**config.mk**
```make
export PLATFORM = sky130hd
export DESIGN_NAME = uart_alu_ctrl
export DESIGN_NICKNAME = d
export VERILOG_FILES = /design/src/rtl/uart_alu_ctrl.sv
export SDC_FILE = /design/constraint.sdc
export NUM_CORES = 1
export LEC_CHECK = 0
export CAP_MARGIN = 20
export CORE_MARGIN = 5
export CORE_UTILIZATION = 30
export CTS_CLUSTER_SIZE = 25
export DETAILED_ROUTE_END_ITERATION = 7
export PLACE_DENSITY_LB_ADDON = 0.3
export SYNTH_ARGS = -nofsm -noshare
export SYNTH_HDL_FRONTEND = slang
export SYNTH_SLANG_ARGS = --single-unit
```
**constraint.sdc**
```tcl
create_clock -name i_clk -period 3.4 [get_ports i_clk]
set_input_delay 0.51 -clock i_clk [delete_from_list [all_inputs] [get_ports i_clk]]
set_output_delay 0.51 -clock i_clk [all_outputs]
set_load 0.02 [all_outputs]
```
**src/rtl/uart_alu_ctrl.sv**
```systemverilog
// Sequences UART bytes into ALU operands A, B and an opcode, then sends the
// ALU result back through the transmitter. A partial operation is dropped on an inter-byte timeout.
module uart_alu_ctrl #(
    parameter int NB_DATA     = 8,
    parameter int NB_OP       = 6,
    parameter int TIMEOUT_CYC = 1_000_000
) (
    input  logic               i_clk,
    input  logic               i_rst,
    input  logic               i_rx_done,
    input  logic [NB_DATA-1:0] i_rx_data,
    input  logic [NB_DATA-1:0] i_alu_result,
    input  logic               i_tx_done,
    output logic [NB_DATA-1:0] o_data_a,
    output logic [NB_DATA-1:0] o_data_b,
    output logic [NB_OP-1:0]   o_op,
    output logic               o_tx_start,
    output logic [NB_DATA-1:0] o_tx_data,
    output logic               o_busy
);

    localparam int NB_CNT = $clog2(TIMEOUT_CYC + 1);
    localparam logic [NB_CNT-1:0] CNT_LAST = NB_CNT'(TIMEOUT_CYC - 1);

    typedef enum logic [2:0] {
        WAIT_A,
        WAIT_B,
        WAIT_OP,
        SEND,
        WAIT_TX
    } state_t;

    state_t            state;
    logic [NB_CNT-1:0] cnt;
    logic              timeout;

    // A byte arriving on the last allowed cycle wins over the timeout.
    assign timeout = (cnt == CNT_LAST) && !i_rx_done;

    always_ff @(posedge i_clk or negedge i_rst) begin
        if (!i_rst) begin
            state      <= WAIT_A;
            cnt        <= '0;
            o_data_a   <= '0;
            o_data_b   <= '0;
            o_op       <= '0;
            o_tx_data  <= '0;
            o_tx_start <= 1'b0;
            o_busy     <= 1'b0;
        end else begin
            o_tx_start <= 1'b0;
            cnt        <= '0;
            case (state)
                WAIT_A: begin
                    if (i_rx_done) begin
                        o_data_a <= i_rx_data;
                        state    <= WAIT_B;
                    end
                end
                WAIT_B: begin
                    if (i_rx_done) begin
                        o_data_b <= i_rx_data;
                        state    <= WAIT_OP;
                    end else if (timeout) begin
                        state <= WAIT_A;
                    end else begin
                        cnt <= cnt + 1'b1;
                    end
                end
                WAIT_OP: begin
                    if (i_rx_done) begin
                        o_op       <= i_rx_data[NB_OP-1:0];
                        o_tx_start <= 1'b1;
                        o_busy     <= 1'b1;
                        state      <= SEND;
                    end else if (timeout) begin
                        state <= WAIT_A;
                    end else begin
                        cnt <= cnt + 1'b1;
                    end
                end
                SEND: begin
                    // The ALU has had one cycle to settle on the new opcode.
                    o_tx_data <= i_alu_result;
                    state     <= WAIT_TX;
                end
                WAIT_TX: begin
                    if (i_tx_done) begin
                        o_busy <= 1'b0;
                        state  <= WAIT_A;
                    end
                end
                default: begin
                    o_busy <= 1'b0;
                    state  <= WAIT_A;
                end
            endcase
        end
    end

endmodule

```
Word-level counts from Yosys, hierarchy flattened
Cells that the tools add are included.
{ "op_classes": {"eq_ne": 8, "reduce_logical": 10, "add_sub_neg": 1, "bitwise": 1, "mux": 14} }
{ "ops": {"columns": ["cell", "n"], "rows": [
  ["2-to-1 mux 20 bit", 3],
  ["adder 20 x 1 -> 20 bit (second input constant)", 1],
  ["equality test 20 bit (second input constant)", 1],
  ["2-to-1 mux 3 bit", 5],
  ["case mux 3 bit (5 select lines)", 1],
  ["AND reduction 2 bit", 4],
  ["equality test 3 x 2 -> 1 bit (second input constant)", 2],
  ["inequality test 2 bit (second input constant)", 3],
  ["2-to-1 mux 1 bit", 4],
  ["equality test 3 x 1 -> 1 bit (second input constant)", 1],
  ["equality test 3 bit (second input constant)", 1],
  ["zero test 3 bit", 1],
  ["case mux 1 bit (3 select lines)", 1],
  ["AND reduction 3 bit", 1],
  ["OR reduction 3 bit", 1],
  ["OR reduction 2 bit", 1],
  ["logical AND 1 bit", 1],
  ["zero test 1 bit", 1],
  ["NOT 1 bit", 1]
]} }
{ "totals": {"word_cells": 42, "register_bits": 55} }

Depth between registers and ports, before layout
{ "depth": {"word_depth": 5, "depth_mapped": 6, "ltp_nobuf": 5} }

Worst setup path before layout
Ideal clock, no wire load.
{ "synth_timing": {"path_type": "register to register", "from": "register cnt[11]", "to": "register cnt[14]", "path_buffers": 1, "setup_time_ns": 0.130, "arrival_time_ns": 1.733, "required_time_ns": 3.270, "path_slack_ns": 1.538, "stages_incl_launch_ff": 6, "path_cell_list": "dfrtp_1 -> or4_1 -> or4_4 -> o21ai_2 -> buf_6 -> a21oi_1"} }
{ "synth_between": {"elab_chain_cells": 5} }
{ "synth_lines": {"columns": ["element", "line", "text"], "rows": [
  ["start, declared", "34", "logic [NB_CNT-1:0] cnt;"],
  ["start signal, assigned", "67", "cnt <= cnt + 1'b1;"],
  ["start signal, assigned", "79", "cnt <= cnt + 1'b1;"],
  ["branches (longest 2 deep; another with adder 20 x 1 -> 20 bit)", null, null],
  ["2-to-1 mux 20 bit (*)", "64, 76", null],
  ["2-to-1 mux 20 bit (*)", "71", "if (i_rx_done) begin"],
  ["2-to-1 mux 20 bit (*)", null, null]
]} }
Mark *: on every way between the ends.
A chain may end at the register's enable or synchronous reset.

Worst setup path after layout
{ "layout_timing": {"from": "register cnt[11]", "to": "register cnt[2]"} }
{ "layout_between": {"elab_chain_cells": 5} }
{ "layout_lines": {"columns": ["element", "line", "text"], "rows": [
  ["equality test 20 bit", "38", "assign timeout = (cnt == CNT_LAST) && !i_rx_done;"],
  ["logical AND 1 bit", "38", null],
  ["2-to-1 mux 20 bit", "64, 76", null],
  ["2-to-1 mux 20 bit", "71", null],
  ["2-to-1 mux 20 bit", null, null]
]} }
No other way between the ends.

==> key figures <==
Run status
  – Status: finished clean

Yosys
  – Post-Synth Adder-Cell Area: 0.525%
  – Compound-Gate Fraction of Synth Area: 5.31%
  – Post-Synth XOR/XNOR Area: 4.41%
  – Mux cell area share after synthesis: 14.2%
  – Mean Syn Cell Area: 12.4 um^2
  – Post-synthesis simple-gate area fraction: 16.0%
  – Post-synth EDFFs: 0
  – Cell taking the most area after synthesis: dfrtp_1
  – Post-synthesis register bit count: 55
  – Count leader, synth: dfrtp_1
  – Commonest cells post-synth: dfrtp_1 (55), mux2_2 (30), nor2_1 (16), a21oi_1 (9), nand3_1 (9)
  – Synthesized instance count: 192
  – Syn Std Cell Area: 2380 um^2
  – Netlist cell types: 36
  – Synth top area share: 57.8%
  – Sequential cell area fraction in the yosys report: 57.8%
  – Post-synth top flop: dfrtp_1
  – Main combinational cell family by area after synthesis: simple AND/OR/NAND/NOR gates
  – Synth area leaders: dfrtp_1 (58%), mux2_2 (14%), xnor2_1 (2.6%)
  – Warnings, synthesis: 0
  – Ys async rst share: 100%
  – Net Count, Synth: 213

Global routing
  – GRT Total Usage: 10.6%
  – Global-route wire length before repair: 8520 um
  – GRT Residual Overflow: 0
  – Initial antenna violation count: 0
  – Largest net degree at the start of global routing: 56
  – Number of global-route vias before repair: 1751

Floorplanning
  – Num ports: 52
  – Die W: 99.1 um
  – Die ar.: 9820 um^2
  – Core ar.: 7730 um^2
  – Die span in y: 99.1 um
  – Starting Density: 30.8%
  – Row cnt: 32

STA
  – Relative slew margins: 44.1%
  – Min Tclk post-route: 2.40 ns
  – Final Setup Violations: 0
  – Setup_tns: 0 ns
  – Fmax: 417 MHz
  – Worst Hold Slack: 0.310 ns
  – Worst slew pin tran: 0.839 ns
  – RSZ-0062 raised after global routing: false
  – Worst Slack Setup Final: 1.00 ns
  – Period Utilization, post-route: 70.5%
  – Clock Skews: 0.00705 ns
  – Slew Viols, Final: 0
  – Final Hold Fails: 0

Placement
  – Post-DP Area: 3000 um^2
  – Placed cells: 343
  – Setup WS pre-CTS: 0.987 ns
  – Port Buffers: 51
  – GPL Wtd Cong: 0.781
  – Hpwl dp: 3510 um

Clocking
  – CTS Buffer Depth: 2
  – Setup Buffers After CTS: 0
  – Worst skew pair latency: 0.31 ns
  – H-tree depth: 2
  – Num CTS Buffers: 5
  – # clock sinks: 55
  – Clock-pin slew on the worst setup and hold paths: 0.10 ns
  – Cts-stage hold buffer count: 0
  – Cts repair resizes: 0
  – Clock root cell: clkbuf_8
  – TritonCTS clock tree: yes

Drt
  – Routed len/inst: 14.0 um
  – Initial DRC Count: 38
  – Routed vias: 1675
  – DRC: 0
  – DRT Wirelength: 4900 um
  – First-pass DRT Iterations: 4
  – Final ANT Viol Nets: 0
  – DR vias/cell: 4.77

Power and ir drop
  – Power Total: 2.44 mW
  – P_leak: 1.20 nW
  – Power per cell area: 790 nW/um^2
  – Max IR drop VDD: 0.459 mV

Worst hold path
  – HP Class: input port to async pin

Finish
  – Fin area: 3090 um^2
  – Final-stage net count: 269
  – # diodes: 0
  – Final core occ: 39.9%
  – Layout overhead on the synthesized area: 29.6%
  – Layout cells sized above 1: 20.5%
  – Post-Layout Cell Count: 351

Worst setup path
  – Critical path capture point type: flop
  – Req. time, crit path: 3.56 ns
  – Critical path launch point type: flop
  – CP Class: flop to flop
  – CP Max Fanout: 20
  – Reg-to-reg slack, setup: 1.00 ns
  – WP data arrival: 2.55 ns

Flow run
  – Max Cap Viol: 0
flip-flops by register name (all words and copies together), names as in the netlist:
name / cells
cnt: 20
o_busy: 1
o_data_a: 8
o_data_b: 8
o_op: 6
o_tx_data: 8
o_tx_start: 1
state: 3
worst max-delay path: stages (launching register included):
cell,delay (ns)
dfrtp_1,0.42
or4_1,0.54
or4_4,0.51
o21ai_2,0.67
nor2_1,0.12
worst paths after layout:
kind | startpoint | to | cells past startpoint
max in group asynchronous | i_rst | cnt[14]$_DFF_PN0_ | 2
max reg2reg | cnt[11]$_DFF_PN0_ | cnt[2]$_DFF_PN0_ | 4
min in group i_clk | o_data_b[1]$_DFFE_PN0P_ | o_data_b[1]$_DFFE_PN0P_ | 1
min | i_rst | o_tx_data[1]$_DFFE_PN0N_ | 2
min reg2reg | o_data_b[1]$_DFFE_PN0P_ | o_data_b[1]$_DFFE_PN0P_ | 1
max | cnt[11]$_DFF_PN0_ | cnt[2]$_DFF_PN0_ | 4
area by class of cell:
class,instances,area [um^2]
multi-input combinational,130,963
clock inverter,2,17.5
clock buffer,6,72.6
inverter,4,15.0
timing repair buffer,52,513
fill,764,4640
tap,102,128
sequential,55,1380
metal layers:
metal	GRT usage [%]	wire length (um)	vias up	part of all wire, %
li1	-	-	796	-
met1	13.8	2210	833	45
met2	17.1	2390	44	49
met3	2.59	245	2	5.0
met4	3.78	54	0	1.1
met5	0	0	-	0
power breakdown:
group	leakage [nW]	internal [mW]	switching, mW
Clock	0.0454	0.149	0.216
Combinational	0.456	0.568	0.504
Sequential	0.695	0.870	0.131
layout by cell type, fill, tap and decap left out, types with 7 or more instances in the layout:
cell type / n
nand3_1: 9
xnor2_1: 7
nand2_1: 8
clkdlybuf4s50_1: 50
dfrtp_1: 55
nor2_1: 16
a21oi_1: 9
mux2_2: 30
cells by family after synthesis:
kind of cell    count (synthesis)
simple gates                   66
flops                          55
mux                            30
compound gates                 21
xor+xnor                       12
buf+inv                         7
fa+ha+maj                       1
(Power assumes the default switching activity.)
